===== src/rtl/multicycle_ctrl_pkg.sv =====
// Shared definitions for the LEGv8 multi-cycle sequencer: opcodes, state codes,
// ALU operation selects, trap codes and the instruction class type.
package multicycle_ctrl_pkg;

  localparam logic [10:0] OP_LDUR = 11'h7C2;
  localparam logic [10:0] OP_STUR = 11'h7C0;
  localparam logic [10:0] OP_ADD  = 11'h458;
  localparam logic [10:0] OP_SUB  = 11'h658;
  localparam logic [10:0] OP_AND  = 11'h450;
  localparam logic [10:0] OP_ORR  = 11'h550;
  localparam logic [7:0]  OP_CBZ  = 8'hB4;     // compared against instr[31:24]
  localparam logic [5:0]  OP_B    = 6'b000101; // compared against instr[31:26]

  localparam logic [2:0] ST_IDLE   = 3'd0;
  localparam logic [2:0] ST_FETCH  = 3'd1;
  localparam logic [2:0] ST_DECODE = 3'd2;
  localparam logic [2:0] ST_EXEC   = 3'd3;
  localparam logic [2:0] ST_MEM    = 3'd4;
  localparam logic [2:0] ST_WB     = 3'd5;
  localparam logic [2:0] ST_TRAP   = 3'd6;

  localparam logic [1:0] ALU_ADD    = 2'b00;
  localparam logic [1:0] ALU_PASS_B = 2'b01;
  localparam logic [1:0] ALU_RTYPE  = 2'b10;

  localparam logic [1:0] TRAP_NONE    = 2'b00;
  localparam logic [1:0] TRAP_ILLEGAL = 2'b01;
  localparam logic [1:0] TRAP_IMEM    = 2'b10;
  localparam logic [1:0] TRAP_DMEM    = 2'b11;

  // CLS_ILLEGAL is the all-zero code so a cleared class register decodes as nothing.
  typedef enum logic [2:0] {
    CLS_ILLEGAL = 3'd0,
    CLS_RTYPE   = 3'd1,
    CLS_LOAD    = 3'd2,
    CLS_STORE   = 3'd3,
    CLS_CBZ     = 3'd4,
    CLS_B       = 3'd5
  } op_class_t;

endpackage


===== src/rtl/multicycle_ctrl_op_classify.sv =====
// Combinational opcode classifier, instr[31:21] to instruction class; also used
// by the pipelined decoder.
module op_classify
  import multicycle_ctrl_pkg::*;
(
  input  logic [10:0] opcode,
  output op_class_t   op_class
);

  // NOTE: every output of a combinational block gets a default first, so no path leaves it unassigned and no latch is inferred.
  always_comb begin
    op_class = CLS_ILLEGAL;
    if (opcode == OP_LDUR)
      op_class = CLS_LOAD;
    else if (opcode == OP_STUR)
      op_class = CLS_STORE;
    else if (opcode == OP_ADD || opcode == OP_SUB || opcode == OP_AND || opcode == OP_ORR)
      op_class = CLS_RTYPE;
    else if (opcode[10:3] == OP_CBZ)
      op_class = CLS_CBZ;
    else if (opcode[10:5] == OP_B)
      op_class = CLS_B;
  end

endmodule


===== src/rtl/multicycle_ctrl.sv =====
// LEGv8 multi-cycle sequencer: FSM, control strobes, memory handshakes with
// timeout, retired-instruction counter and sticky trap.
module multicycle_ctrl
  import multicycle_ctrl_pkg::*;
#(
  parameter int MEM_TIMEOUT = 16,
  parameter int CNT_W       = 32
) (
  input  logic             clk,
  input  logic             rst_n,
  input  logic             run,
  input  logic [31:0]      instr,
  input  logic             zero,
  input  logic             imem_ack,
  input  logic             dmem_ack,
  output logic             imem_req,
  output logic             dmem_req,
  output logic             dmem_we,
  output logic             ir_write,
  output logic             pc_write,
  output logic             pc_src,
  output logic             reg_write,
  output logic             mem_to_reg,
  output logic             alu_src,
  output logic             reg2loc,
  output logic [1:0]       alu_op,
  output logic [2:0]       state,
  output logic             trap,
  output logic [1:0]       trap_code,
  output logic [CNT_W-1:0] instret
);

  localparam int WAIT_W = $clog2(MEM_TIMEOUT + 1);

  logic [2:0]        state_q, state_d;
  logic [1:0]        trap_code_q, code_d;
  logic              trap_q;
  op_class_t         cls_q, dec_cls;
  logic [WAIT_W-1:0] wait_q;
  logic [CNT_W-1:0]  instret_q;
  logic              expired, boundary_is_fetch;
  logic              unused_instr_bits;

  op_classify u_classify (
    .opcode   (instr[31:21]),
    .op_class (dec_cls)
  );

  assign unused_instr_bits = ^instr[20:0];
  // Ack is checked before expiry everywhere below, so an ack on the final edge wins.
  assign expired           = (wait_q == WAIT_W'(MEM_TIMEOUT - 1));
  assign boundary_is_fetch = run;

  always_comb begin
    state_d = state_q;
    code_d  = TRAP_NONE;
    case (state_q)
      ST_IDLE:   if (run) state_d = ST_FETCH;
      ST_FETCH: begin
        if (imem_ack) state_d = ST_DECODE;
        else if (expired) begin
          state_d = ST_TRAP;
          code_d  = TRAP_IMEM;
        end
      end
      ST_DECODE: begin
        case (dec_cls)
          CLS_ILLEGAL: begin
            state_d = ST_TRAP;
            code_d  = TRAP_ILLEGAL;
          end
          CLS_B:   state_d = boundary_is_fetch ? ST_FETCH : ST_IDLE;
          default: state_d = ST_EXEC;
        endcase
      end
      ST_EXEC: begin
        case (cls_q)
          CLS_RTYPE:           state_d = ST_WB;
          CLS_LOAD, CLS_STORE: state_d = ST_MEM;
          default:             state_d = boundary_is_fetch ? ST_FETCH : ST_IDLE;
        endcase
      end
      ST_MEM: begin
        if (dmem_ack)
          state_d = (cls_q == CLS_STORE) ? (boundary_is_fetch ? ST_FETCH : ST_IDLE) : ST_WB;
        else if (expired) begin
          state_d = ST_TRAP;
          code_d  = TRAP_DMEM;
        end
      end
      ST_WB:   state_d = boundary_is_fetch ? ST_FETCH : ST_IDLE;
      ST_TRAP: state_d = ST_TRAP;
      default: state_d = ST_IDLE;
    endcase
  end

  always_comb begin
    imem_req   = 1'b0;
    ir_write   = 1'b0;
    dmem_req   = 1'b0;
    dmem_we    = 1'b0;
    pc_write   = 1'b0;
    pc_src     = 1'b0;
    reg_write  = 1'b0;
    mem_to_reg = 1'b0;
    alu_src    = 1'b0;
    reg2loc    = 1'b0;
    alu_op     = ALU_ADD;
    case (state_q)
      ST_FETCH: begin
        imem_req = 1'b1;
        ir_write = imem_ack;
      end
      // B retires straight from DECODE, before the class register is loaded.
      ST_DECODE: begin
        pc_write = (dec_cls == CLS_B);
        pc_src   = (dec_cls == CLS_B);
      end
      ST_EXEC: begin
        case (cls_q)
          CLS_RTYPE: alu_op = ALU_RTYPE;
          CLS_LOAD, CLS_STORE: alu_src = 1'b1;
          CLS_CBZ: begin
            alu_op   = ALU_PASS_B;
            reg2loc  = 1'b1;
            pc_write = 1'b1;
            pc_src   = zero;
          end
          default: ;
        endcase
      end
      ST_MEM: begin
        dmem_req = 1'b1;
        dmem_we  = (cls_q == CLS_STORE);
        reg2loc  = (cls_q == CLS_STORE);
        pc_write = (cls_q == CLS_STORE) && dmem_ack;
      end
      ST_WB: begin
        reg_write  = 1'b1;
        mem_to_reg = (cls_q == CLS_LOAD);
        pc_write   = 1'b1;
      end
      default: ;
    endcase
  end

  // NOTE: clocked state uses non-blocking assignments so every register samples pre-edge values, independent of statement order.
  always_ff @(posedge clk) begin
    if (!rst_n) begin
      state_q     <= ST_IDLE;
      cls_q       <= CLS_ILLEGAL;
      wait_q      <= '0;
      trap_q      <= 1'b0;
      trap_code_q <= TRAP_NONE;
      instret_q   <= '0;
    end else begin
      state_q <= state_d;
      if (state_q == ST_DECODE) cls_q <= dec_cls;
      // Counter only runs while a request is held; any state change restarts it.
      if (state_d == state_q && (state_q == ST_FETCH || state_q == ST_MEM))
        wait_q <= wait_q + 1'b1;
      else
        wait_q <= '0;
      if (state_d == ST_TRAP && state_q != ST_TRAP) begin
        trap_q      <= 1'b1;
        trap_code_q <= code_d;
      end
      if (pc_write) instret_q <= instret_q + 1'b1;
    end
  end

  assign state     = state_q;
  assign trap      = trap_q;
  assign trap_code = trap_code_q;
  assign instret   = instret_q;

endmodule

===== config.mk =====
export PLATFORM = sky130hd
export DESIGN_NAME = multicycle_ctrl
export DESIGN_NICKNAME = d
export VERILOG_FILES = /design/src/rtl/multicycle_ctrl_pkg.sv /design/src/rtl/multicycle_ctrl_op_classify.sv /design/src/rtl/multicycle_ctrl.sv
export SDC_FILE = /design/constraint.sdc
export NUM_CORES = 1
export LEC_CHECK = 0
export BUFFER_PORTS_ARGS = -buffer_cell sky130_fd_sc_hd__buf_2
export CORE_MARGIN = 1
export CORE_UTILIZATION = 30
export DETAILED_ROUTE_END_ITERATION = 7
export HOLD_SLACK_MARGIN = 0.12
export PLACE_DENSITY_LB_ADDON = 0.08
export SETUP_SLACK_MARGIN = 0.1
export SYNTH_ARGS = -nofsm -noshare
export SYNTH_HDL_FRONTEND = slang
export SYNTH_SLANG_ARGS = --single-unit

===== constraint.sdc =====
create_clock -name clk -period 5.39 [get_ports clk]
set_clock_uncertainty 0.05 [all_clocks]
set_input_delay 1.3475 -clock clk [delete_from_list [all_inputs] [get_ports clk]]
set_output_delay 1.3475 -clock clk [all_outputs]
set_load 0.05 [all_outputs]

==> results.cfg <==
[clock_network]
cts_resized = 0
htreeDepth = 2
cts_hold_buffers = 0
numCtsBuffers = 5
clock_path_buffers = 2
cts_setup_buffers = 0
clk_pin_slew_ps = 80
cts_tree = done
clock_latency_ps = 290
cts_sinks = 46
cts_root_buffer = clkbuf_8

[setup_path]
critPathMaxFanout = 16
start_kind = primary input
crit_path_frequent_cell = buf_2
crit_type = primary input to output pin
cpMaxStageDelayCell = or3b_1
regToRegSetupSlack_ps = 2790
worstRegToRegCells = 5
reg2reg_to = instret[31]
r2r_start = instret[3]
cp_top_family = buffers and inverters
max_stage_delay_ps = 450
cp-end-kind = output pin
cp_cell_sequence = buf_2 -> or3b_1 -> o311ai_4 -> buf_4 -> nand2_2 -> inv_1 -> buf_2
worstPathArrival_ps = 2910
cp.required_ps = 3990
critical_path_buf_inv_count = 4

[placement]
place_inst = 461
dpl_cell_area_um2 = 2900
finalWeightedCongestion = 0.765
portBuffers = 66
dp_hpwl_mm = 4.55

[routing]
drc_errors = 0
vias = 2461
avgRoutedWirePerCell_um = 13.9
firstDrtPassIters = 4
drt_iter0_drc = 110
wl_mm = 6.48
via_per_inst = 5.26
antenna_left = 0

[synthesis]
synthArstFlopShare = 0
synth-warning-count = 0
syn_area_per_cell_um2 = 8.18
ys.flop_type = dfxtp_1
synth-edff-count = 0
syn_inst = 303
synth.distinct_cells = 49
synth_nets = 344
synth-seq-cells = 46
syn_area_um2 = 2480
seq_area_frac_synth = 0.372

[cells_and_area]
multi_input_area_um2 = 1480
syn2layout_area_growth_pct = 21.8
antenna_cells = 0
final_common_cell = buf_2
nets = 407
fill_cells = 885
register_area_um2 = 921
layout-drive-gt1-share = 0.232
postLayoutCellArea_um2 = 3020
layout_common_cells = buf_2, dfxtp_1, nor2_1, nand2_1, a21oi_1
instances_no_fill = 468

[sta]
drv_slew = 0
relSlewSlack = 0.506
fin_hold_ws_ps = 405
setup_violations = 0
fin_crit_sh = 0.799
rsz0062_at_grt = false
worstMarginPinSlew_ps = 735
fin_setup_tns_ps = 0
min_period_ps = 4310
fmax_mhz = 232
hold_violations = 0

[die]
start_util = 0.316
rows = 32
core_region_area_um2 = 7850
die_h_um = 92.9
ios = 88
die_w_um = 92.9
die_area_um2 = 8630

[global_routing]
gr-usage-all-layers = 0.158
grt_pass1_vias = 2313
grt_max_degree = 38
antenna_found_initial = 0
grt_pass1_wl_mm = 11.0
grt-ovfl-total = 0

[hold_path]
holdPathStages = 2
hold_class = flop to flop
worstHoldStart = trap
min_to = trap

[pwr]
power.leakage_uw = 0.00115
vdd_drop_max_mv = 0.116
power.density_nw_per_um2 = 226

[run_status]
status = completed

[job]
cap_violations = 0
==> cell usage after synthesis (3+ instances only) <==
master / number / area share
a21oi_1: 21 / 0.042
a31oi_1: 3 / 0.0076
and2_1: 3 / 0.0076
and3_1: 6 / 0.015
clkbuf_1: 10 / 0.015
dfxtp_1: 46 / 0.37
ha_1: 3 / 0.015
inv_1: 8 / 0.012
nand2_1: 26 / 0.039
nand2b_1: 3 / 0.0076
nand3_1: 14 / 0.028
nand4_1: 17 / 0.043
nor2_1: 26 / 0.039
nor2b_1: 3 / 0.0076
nor3_1: 5 / 0.010
nor3b_1: 4 / 0.012
nor4_1: 6 / 0.015
nor4b_1: 4 / 0.014
o21ai_0: 15 / 0.030
o31ai_1: 10 / 0.030
or2_2: 4 / 0.010
or3_1: 6 / 0.015
or3b_1: 3 / 0.011
or4_1: 11 / 0.033
xnor2_1: 5 / 0.018
xor2_1: 12 / 0.042
==> power breakdown <==
group          switching [µW]  leakage, µW  internal, µW
sequential               9.82     0.000371           343
clock                     113    0.0000573           148
combinational            46.4     0.000724          21.9
total                     169      0.00115           513
==> worst max path at each step <==
stage                    from       end  slack, ps  cells after the start
detailed placement  instr[27]  pc_write       1070                      7
global placement    instr[27]  pc_write       1060                      7
global route        instr[27]  pc_write        960                      7
CTS                 instr[27]  pc_write       1070                      7
floorplan           instr[27]    pc_src        640                      4
finish              instr[27]  pc_write       1080                      7
==> sequential cells by signal, summed over array words and instances, names as in the netlist <==
register	cells
trap	1
wait_q	5
trap_code	2
cls_q	3
state	3
instret	32
==> cell type report <==
class / instances / share of cell area
clock buffers: 6 / 0.0274
flip-flops and latches: 46 / 0.305
well taps: 102 / 0.0423
multi-input cells: 236 / 0.489
inverters: 9 / 0.0112
clock inverters: 1 / 0.00995
repair buffers: 68 / 0.114
==> kinds of logic after synthesis <==
kind of cell,after synthesis,share of synthesized area
buf+inv,21,0.0323
xor+xnor,17,0.0601
fa+ha+maj,3,0.0152
compound gates,61,0.158
mux,1,0.00404
flops,46,0.372
simple gates,154,0.359
==> layer usage <==
metal  track usage  vias up  wire length [µm]  part of all wire
met1         0.215     1155              3230              0.50
met2         0.252       42              2970              0.46
met3        0.0328        4               231             0.036
li1              -     1260                 -                 -
met4        0.0385        0                44            0.0068
met5             0        -                 0                 0
==> stage by stage <==
stage | setup WS, ps | utilization | total power (µW)
2_1_floorplan | 644 | - | 406
3_3_place_gp | 1060 | 0.370 | 429
3_5_place_dp | 1070 | 0.370 | 429
4_1_cts | 1070 | 0.384 | 697
5_1_grt | 963 | 0.384 | 719
6_report | 1080 | 0.384 | 682
==> tightest hold or removal path, cell delays in order, from the launching register on <==
cell and delay [ps]:
dfxtp_1 320, nand2_1 50, nand2_1 50
(Power assumes the default switching activity.)
